### src/rtl/prog_moore_fsm.sv
// Table-driven Moore FSM: next-state and output tables are loaded through a config port, then stepped while run=1.
// Optional expected-output comparator and mismatch counter are built only when FSM_EXP_CHECK_EN is defined.
module prog_moore_fsm #(
  parameter int NUM_STATES  = 8,
  parameter int STATE_W     = 3,
  parameter int IN_W        = 2,
  parameter int OUT_W       = 4,
  parameter int RESET_STATE = 0
) (
  input  logic                                          clk,
  input  logic                                          reset,
  input  logic                                          cfg_we,
  input  logic                                          cfg_sel,
  input  logic [STATE_W+IN_W-1:0]                       cfg_addr,
  input  logic [((STATE_W > OUT_W) ? STATE_W : OUT_W)-1:0] cfg_data,
  input  logic                                          run,
  input  logic                                          restart,
  input  logic [IN_W-1:0]                               in,
  input  logic [OUT_W-1:0]                              exp_out,
  output logic [STATE_W-1:0]                            state,
  output logic [OUT_W-1:0]                              out,
  output logic                                          cfg_err,
  output logic                                          illegal,
  output logic                                          mismatch,
  output logic [7:0]                                    mismatch_cnt
);

  localparam int AW = STATE_W + IN_W;
  localparam logic [STATE_W-1:0] RST_S = STATE_W'(RESET_STATE);

  typedef enum logic {IDLE, STEP} mode_t;

  mode_t              mode;
  logic [STATE_W-1:0] ns_table  [2**AW];
  logic [OUT_W-1:0]   out_table [2**STATE_W];
  logic [STATE_W-1:0] state_nxt;
  logic [STATE_W-1:0] lookup;
  logic               illegal_hit;
  logic               addr_ok;
  logic               cfg_ok;
  logic               cfg_bad;

  always_comb mode = run ? STEP : IDLE;

  // Tables are sized to full power-of-two depth; rows at or above NUM_STATES are never written.
  always_comb begin
    addr_ok = 32'(cfg_addr[AW-1:IN_W]) < NUM_STATES;
    cfg_ok  = 1'b0;
    cfg_bad = 1'b0;
    if (cfg_we) begin
      if (mode == IDLE && addr_ok) cfg_ok  = 1'b1;
      else                         cfg_bad = 1'b1;
    end
  end

  always_comb begin
    lookup      = ns_table[{state, in}];
    state_nxt   = state;
    illegal_hit = 1'b0;
    if (restart) begin
      state_nxt = RST_S;
    end else begin
      case (mode)
        STEP: begin
          if (32'(lookup) < NUM_STATES) state_nxt   = lookup;
          else                          illegal_hit = 1'b1;
        end
        default: state_nxt = state;
      endcase
    end
  end

  always_ff @(posedge clk or negedge reset) begin
    if (!reset) begin
      state   <= RST_S;
      cfg_err <= 1'b0;
      illegal <= 1'b0;
    end else begin
      state <= state_nxt;
      if (cfg_bad)     cfg_err <= 1'b1;
      if (illegal_hit) illegal <= 1'b1;
    end
  end

  always_ff @(posedge clk or negedge reset) begin
    if (!reset) begin
      for (int unsigned i = 0; i < 2**AW; i++)      ns_table[i]  <= RST_S;
      for (int unsigned i = 0; i < 2**STATE_W; i++) out_table[i] <= '0;
    end else if (cfg_ok) begin
      if (cfg_sel) out_table[cfg_addr[AW-1:IN_W]] <= cfg_data[OUT_W-1:0];
      else         ns_table[cfg_addr]             <= cfg_data[STATE_W-1:0];
    end
  end

  always_comb out = out_table[state];

`ifdef FSM_EXP_CHECK_EN
  always_ff @(posedge clk or negedge reset) begin
    if (!reset) begin
      mismatch     <= 1'b0;
      mismatch_cnt <= '0;
    end else if (mode == STEP && out != exp_out) begin
      mismatch <= 1'b1;
      if (mismatch_cnt != '1) mismatch_cnt <= mismatch_cnt + 8'd1;
    end
  end
`else
  logic unused_exp;
  always_comb begin
    mismatch     = 1'b0;
    mismatch_cnt = '0;
    unused_exp   = ^exp_out;
  end
`endif

endmodule

### config.mk
export PLATFORM = sky130hd
export DESIGN_NAME = prog_moore_fsm
export DESIGN_NICKNAME = d
export VERILOG_FILES = /design/src/rtl/prog_moore_fsm.sv
export SDC_FILE = /design/constraint.sdc
export NUM_CORES = 1
export LEC_CHECK = 0
export CAP_MARGIN = 15
export CORE_AREA = 2 2 145 147
export CTS_CLUSTER_SIZE = 8
export DETAILED_ROUTE_END_ITERATION = 7
export DIE_AREA = 0 0 147 149
export PLACE_DENSITY = 0.53
export SYNTH_ARGS = -nofsm -noshare
export SYNTH_HDL_FRONTEND = slang
export SYNTH_SLANG_ARGS = --single-unit
### constraint.sdc
create_clock -name clk -period 1.85 [get_ports clk]
set_input_delay 0.37 -clock clk [delete_from_list [all_inputs] [get_ports clk]]
set_output_delay 0.37 -clock clk [all_outputs]
set_load 0.02 [all_outputs]
==> summary.md, run 1 <==
| Metric | Value |
|---|---|
| Synth area leaders | dfrtp_1 52%, mux2_2 23%, mux4_2 7.8%, mux4_1 2.5%, mux2i_1 2.4% |
| Failing checks | negative setup slack |
| Max Buffers Root-to-Sink | 2 |
| Syn_area_per_cell | 14.5 um2 |
| Worst vdd ir | 0.655 mV |
| Max_cap viols | 0 |
| Final Hold Viols | 0 |
| Routed WL | 15200 um |
| Skew final | 5.31 ps |
| Fmax | 0.436 GHz |
| Worst setup path start | state[0] |
| Starting Density | 31.1% |
| Post-synth ARST share | 100% |
| Initial DRC count | 162 |
| P_leak | 3.74 nW |
| Final setup vio count | 5 |
| Crit path largest cell delay | 530 ps |
| Area of the core | 0.0206 mm2 |
| Vias after detailed routing | 3839 |
| Largest fanout on the critical path | 8 |
| H-tree depth | 4 |
| Die ar. | 0.0219 mm2 |
| CTS sink cnt | 132 |
| Die extent in y | 149 um |
| DRC | 0 |
| Clock latency at the later pin of the worst-skew pair | 420 ps |
| Hold WC Path Type | in -> async |
| Worst path required time | 1480 ps |
| PD cells | 980 mW/mm2 |
| Placed Instances | 759 |
| Vias in the first global route | 4151 |
| Crit path DAT | 1930 ps |
| ANT nets after route | 0 |
| CTS buffer count | 17 |
| Vias per cell | 4.79 |
| Post-Synthesis Cells | 441 |
| Ports | 39 |
| Rows | 53 |
| # diodes | 0 |
| Final worst-path cycle share | 124% |
| Width of the chip | 147 um |
| Wire per inst | 19.0 um |
| Leading area contributor after synthesis | dfrtp_1 |
| Ys Warns | 0 |
| CP cell instances | buf_12 -> mux4_2 -> mux2_4 -> buf_6 |
| Critical path's slowest cell | mux4_2 |
| Final slew viol count | 0 |
| Post-layout util | 39.3% |
| Initial antenna violation count | 0 |
| Netlist cell types | 40 |
| DR pass1 iterations | 4 |
| EDFF count, synth | 0 |
| Outcome | finished with violations |
| Synthesized area | 0.00639 mm2 |
| Nature of the critical path endpoint | output pin |
| Final WS setup | -445 ps |
| Clk slew on worst S/H paths | 60 ps |
| Cell chosen for the clock root | clkbuf_16 |
| Detailed Place HPWL | 10300 um |
| Sequential area share after synthesis | 51.7% |
| Area grow syn2layout | 26.4% |
| RSZ-0062 raised after global routing | true |
| Place WS | -506 ps |
| Largest net degree at the start of global routing | 51 |
| Top_reg_cell synth | dfrtp_1 |
| Placer congestion estimate | 0.783 |
| Layout cell share with drive strength beyond 1 | 49.5% |
| Total power | 7.91 mW |
| Fin crit period | 2300 ps |
| Final std cells w/o fill | 802 |
| Buffers on Ports | 24 |
| R2r startpoint | state[0] |
| Fin Setup TNS | -1710 ps |
| FF+latch count, synth | 132 |
| Startpoint type of the worst setup path | register |
| GR Util All Layers | 14.5% |
| Crit Path Class | reg -> out |
| Top-area cell type share of the netlist area | 51.7% |
| CTS tree | done |
| First-pass GRT wire length | 23900 um |
| Total gr overflow | 0 |
| Final nets | 535 |
[area by class of cell]
| type | instances | area [um2] |
|---|---|---|
| fill | 1949 | 12500 |
| sequential | 132 | 3310 |
| multi-input combinational | 279 | 2930 |
| timing repair buffer | 82 | 875 |
| clock buffer | 20 | 457 |
| tap | 275 | 344 |
| clock inverter | 12 | 151 |
| inverter | 2 | 7.51 |
[logic make-up after synthesis]
family                 count (synthesis)  share of synthesized area [%]
DFF                                  132                           51.7
muxes                                178                           36.4
and+or+nand+nor                       80                           7.01
other                                  1                         0.0587
buffers and inverters                 39                           3.41
AOI/OAI and AO/OA                     11                           1.41
[worst max-delay path, delay by kind of cell (launching register included)]
kind / cells / cell delay (ps)
flip-flops: 1 / 390
multiplexers: 2 / 830
buffers and inverters: 2 / 280
[per-layer routing]
metal / wire length, um / share of wire [%] / track usage [%]
met1: 7020 / 46 / 18.9
met2: 7470 / 49 / 24.2
met3: 557 / 3.7 / 3.12
met5: 0 / 0 / 0
met4: 166 / 1.1 / 4.95
[through the flow]
step	hold WS [ps]	cell area, um2
2_1_floorplan	74.4	6460
3_3_place_gp	327	7260
3_5_place_dp	343	7260
4_1_cts	443	7960
5_1_grt	472	8070
6_report	433	8070
[cell usage after synthesis (2+ instances only)]
cell type    n
nand2_2      2
mux2_1       3
buf_6        2
nand3_1      2
nand3b_1     2
mux4_2      22
dfrtp_1    132
a21oi_1      2
buf_4       13
nor2_1      15
and3b_1      2
o311a_1      2
buf_2        6
inv_1        2
clkbuf_1    15
nand2_1     34
and3_1       2
mux4_1       6
nor3b_1      4
nor2b_1      7
mux2_2     132
nor4b_4      2
mux2i_1     15
[power breakdown]
part | switching [mW] | internal (mW)
combinational | 0.458 | 0.620
clock | 1.28 | 2.19
sequential | 0.162 | 3.20
total | 1.90 | 6.01
[flip-flops by register name, indices dropped and copies added (netlist names)]
name       flops
ns_table      96
out_table     32
state          3
cfg_err        1
[cell usage in the layout (no fill, tap or decap), types with 6 or more instances in the layout]
cell             instances
dfrtp_1                129
clkbuf_16               19
nor2b_1                  7
mux2i_1                 13
mux4_2                  22
buf_12                  10
mux2_2                 128
conb_1                  10
clkdlybuf4s50_1         14
buf_4                   44
nand2_1                 34
nor2_1                  15
mux4_1                   6
[worst paths after layout]
| kind | cells past startpoint | end | slack [ps] |
|---|---|---|---|
| worst max-delay path | 4 | out[2] | -450 |
| worst min-delay path | 2 | cfg_err | 430 |
| worst max register to register | 6 | state[0] | -10 |
| worst min register to register | 1 | cfg_err | 470 |
| max in group asynchronous | 3 | ns_table[73] | 800 |
| min in group clk | 1 | cfg_err | 470 |
[timing repair]
action,CTS,global route
gates cloned,1,2
setup buffers,3,4
pin swaps,0,2
setup endpoints to repair,18,9
hold buffers,1,0
resized for setup,29,10
endpoints found under the hold margin,25,0
No activity file was read; power rests on OpenSTA's default activity.
==> inputs of run 2 (changes only) <==
--- a/config.mk
+++ b/config.mk
@@ -6,11 +6,12 @@
 export NUM_CORES = 1
 export LEC_CHECK = 0
 export CAP_MARGIN = 15
-export CORE_AREA = 2 2 145 147
+export CORE_AREA = 2 2 112 114
 export CTS_CLUSTER_SIZE = 8
 export DETAILED_ROUTE_END_ITERATION = 7
-export DIE_AREA = 0 0 147 149
-export PLACE_DENSITY = 0.53
+export DIE_AREA = 0 0 114 116
+export MAX_ROUTING_LAYER = met4
+export PLACE_DENSITY = 0.8
 export SYNTH_ARGS = -nofsm -noshare
 export SYNTH_HDL_FRONTEND = slang
 export SYNTH_SLANG_ARGS = --single-unit
==> run 2 against run 1 <==
  * The flow still finishes with violations (negative setup slack)
  * Setup slack better by 35 ps
  * Count of clock-buffer cells in the layout down 1
  * Critical path depth did not move
  * Hold slack better by 45 ps
  * Clock skew rose by 2.2 ps
  * Largest power group unchanged
  * Sequential power hardly changed
  * First-iteration DRC count is 77% higher
  * Sequential share of layout area increased by 0.73 points
  * Final area is 1.8% lower
  * Die area shrank 40%
  * Wire length increased by 1.3%
  * Total power fell by 0.27%
==> summary.md, run 2 (same netlist as run 1, synthesis figures left out) <==
| Metric | Value |
|---|---|
| Vias per cell | 6.14 (+28%) |
| Routed WL | 15400 um (+1.3%) |
| Layout cell share with drive strength beyond 1 | 50.3% (+0.76 points) |
| Die extent in y | 116 um (-22%) |
| Ports | 39 (unchanged) |
| Die ar. | 0.0132 mm2 (-40%) |
| First-pass GRT wire length | 23700 um (-0.75%) |
| Commonest non-fill, non-tap cell in the layout | dfrtp_1 |
| Max reg flops | 96 (unchanged) |
| Largest net degree at the start of global routing | 41 (-20%) |
| RSZ-0062 raised after global routing | true |
| R2r endpoint | state[0] |
| Final slew viol count | 0 (unchanged) |
| Max Buffers Root-to-Sink | 2 (unchanged) |
| Failing checks | negative setup slack |
| DRC | 0 (unchanged) |
| Reg2reg setup slack | -50 ps (-40 ps) |
| Cell chosen for the clock root | clkbuf_16 |
| Area grow syn2layout | 24.2% |
| WHS | 478 ps (+44.8 ps) |
| Initial antenna violation count | 0 (unchanged) |
| CP cell instances | buf_12 -> mux4_2 -> mux2_4 -> buf_2 |
| Nature of the critical path endpoint | output pin |
| Max_cap viols | 0 (unchanged) |
| Hold WC Path Type | in -> async |
| Wire per inst | 22.7 um (+20%) |
| Starting Density | 53.6% (+23 points) |
| Final std cells w/o fill | 678 (-15%) |
| P_leak | 3.74 nW (+0.12%) |
| Clock latency at the later pin of the worst-skew pair | 420 ps (about the same) |
| PD cells | 995 mW/mm2 (+1.5%) |
| Final worst-path cycle share | 122% (-1.9 points) |
| Total power | 7.89 mW (-0.27%) |
| R2r startpoint | state[0] |
| Largest fanout on the critical path | 9 (+1) |
| Placed Instances | 633 (-17%) |
| Worst path required time | 1480 ps (about the same) |
| Vias in the first global route | 4391 (+5.8%) |
| DR pass1 iterations | 5 (+1) |
| Final nets | 540 (+0.93%) |
| Width of the chip | 114 um (-22%) |
| Biggest regs | ns_table x96, out_table x32, state x3 |
| Critical path's slowest cell | mux4_2 |
| # diodes | 0 (unchanged) |
| CTS buffer count | 17 (unchanged) |
| Total gr overflow | 0 (unchanged) |
| Place WS | -451 ps (+54.6 ps) |
| Area of the core | 0.0119 mm2 (-42%) |
| Buffers on Ports | 24 (unchanged) |
| Final setup vio count | 6 (+1) |
| Crit path largest cell delay | 510 ps (-20 ps) |
| Startpoint type of the worst setup path | register |
| Final WS setup | -410 ps (+35.3 ps) |
| Skew final | 7.50 ps (+2.19 ps) |
| CTS sink cnt | 132 (unchanged) |
| Final Hold Viols | 0 (unchanged) |
| Biggest register | ns_table |
| Worst-margin pin slew | 519 ps |
| Worst vdd ir | 0.666 mV (+1.7%) |
| Max_slew headroom | 65.4% |
| Crit Path Class | reg -> out |
| Placer congestion estimate | 0.931 (+19%) |
| Fmax | 0.443 GHz (+1.6%) |
| ANT nets after route | 0 (unchanged) |
| CTS tree | done |
| GR Util All Layers | 24.9% (+10 points) |
| Crit path DAT | 1890 ps (-40 ps) |
| Most frequent cells in the layout | 130 x dfrtp_1, 128 x mux2_2, 49 x buf_4 |
| Initial DRC count | 286 (+77%) |
| Outcome | finished with violations |
| Fin crit period | 2260 ps (-35.3 ps) |
| Worst reg2reg path depth | 6 (unchanged) |
| H-tree depth | 4 (unchanged) |
| Detailed Place HPWL | 9870 um (-4.2%) |
| Rows | 40 (-25%) |
| Clk slew on worst S/H paths | 60 ps (about the same) |
| Vias after detailed routing | 4162 (+8.4%) |
==> run 2: changes by cell type in the layout (fill, tap and decap cells not counted), moves of 2 or more <==
cell / previous run / this run
buf_2: 0 / 2
inv_6: 2 / 0
nor2b_2: 0 / 2
clkinv_4: 1 / 4
nor2b_1: 7 / 5
buf_4: 44 / 49
clkinv_2: 4 / 2
==> run 2: worst max path at each step <==
| stage | from | end | slack, ps | cells past startpoint |
|---|---|---|---|---|
| final | state[0] | out[1] | -410 | 4 |
| after global routing | state[0] | out[1] | -450 | 4 |
| after CTS | state[0] | out[1] | -420 | 4 |
| after detailed placement | in[0] | state[2] | -450 | 7 |
| after global placement | in[0] | state[2] | -430 | 7 |
| after floorplan | state[0] | out[1] | -20 | 4 |
==> run 2: layout make-up <==
class | instances | area, um2
clock buffers | 19 | 443
clock inverters | 12 | 158
fillers | 781 | 3980
inverters | 2 | 7.51
multi-input cells | 279 | 2940
flip-flops and latches | 132 | 3310
well taps | 147 | 184
repair buffers | 87 | 892
==> run 2: routing by layer <==
metal | track usage, % | wire, um | vias up
met5 | - | 0 | -
met4 | 8.46 | 347 | 0
met3 | 6.07 | 777 | 34
met2 | 40.8 | 7960 | 149
met1 | 30.8 | 6320 | 2202
li1 | - | - | 1777
==> run 2: metrics by stage <==
step                area [um2]  TNS (ps)  util [%]
finish                    7930     -1890      66.6
global route              7930     -2150      66.6
CTS                       7770     -1910      65.2
detailed placement        7120    -38180      59.7
global placement          7120    -33230      59.7
floorplan                 6460     -76.4         -
==> run 2: what timing repair did <==
| action | in CTS | in global routing |
|---|---|---|
| setup buffers | 5 | 7 |
| hold buffers | 1 | 0 |
| pin swaps | 0 | 2 |
| gates resized for setup | 30 | 13 |
| hold endpoints to repair | 32 | 0 |
| cloned | 0 | 2 |
| setup endpoints to repair | 10 | 16 |
==> run 2: critical path: cells and delay by family (launching register included) <==
kind / cells / cell delay [ps]
flip-flops: 1 / 380
buffers and inverters: 2 / 300
multiplexers: 2 / 780
==> run 2: power breakdown <==
group / total [mW] / switching, mW / leakage, nW / internal [mW]
sequential: 3.38 / 0.181 / 1.76 / 3.20
combinational: 1.09 / 0.472 / 1.70 / 0.617
clock: 3.42 / 1.27 / 0.285 / 2.15
total: 7.89 / 1.92 / 3.74 / 5.97
==> inputs of run 3 (changes only) <==
--- a/config.mk
+++ b/config.mk
@@ -5,6 +5,7 @@
 export SDC_FILE = /design/constraint.sdc
 export NUM_CORES = 1
 export LEC_CHECK = 0
+export ABC_CLOCK_PERIOD_IN_PS = 1850
 export CAP_MARGIN = 15
 export CORE_AREA = 2 2 112 114
 export CTS_CLUSTER_SIZE = 8
==> results of run 3 <==
The final DEF is identical to that of run 2; final timing and power are the same.
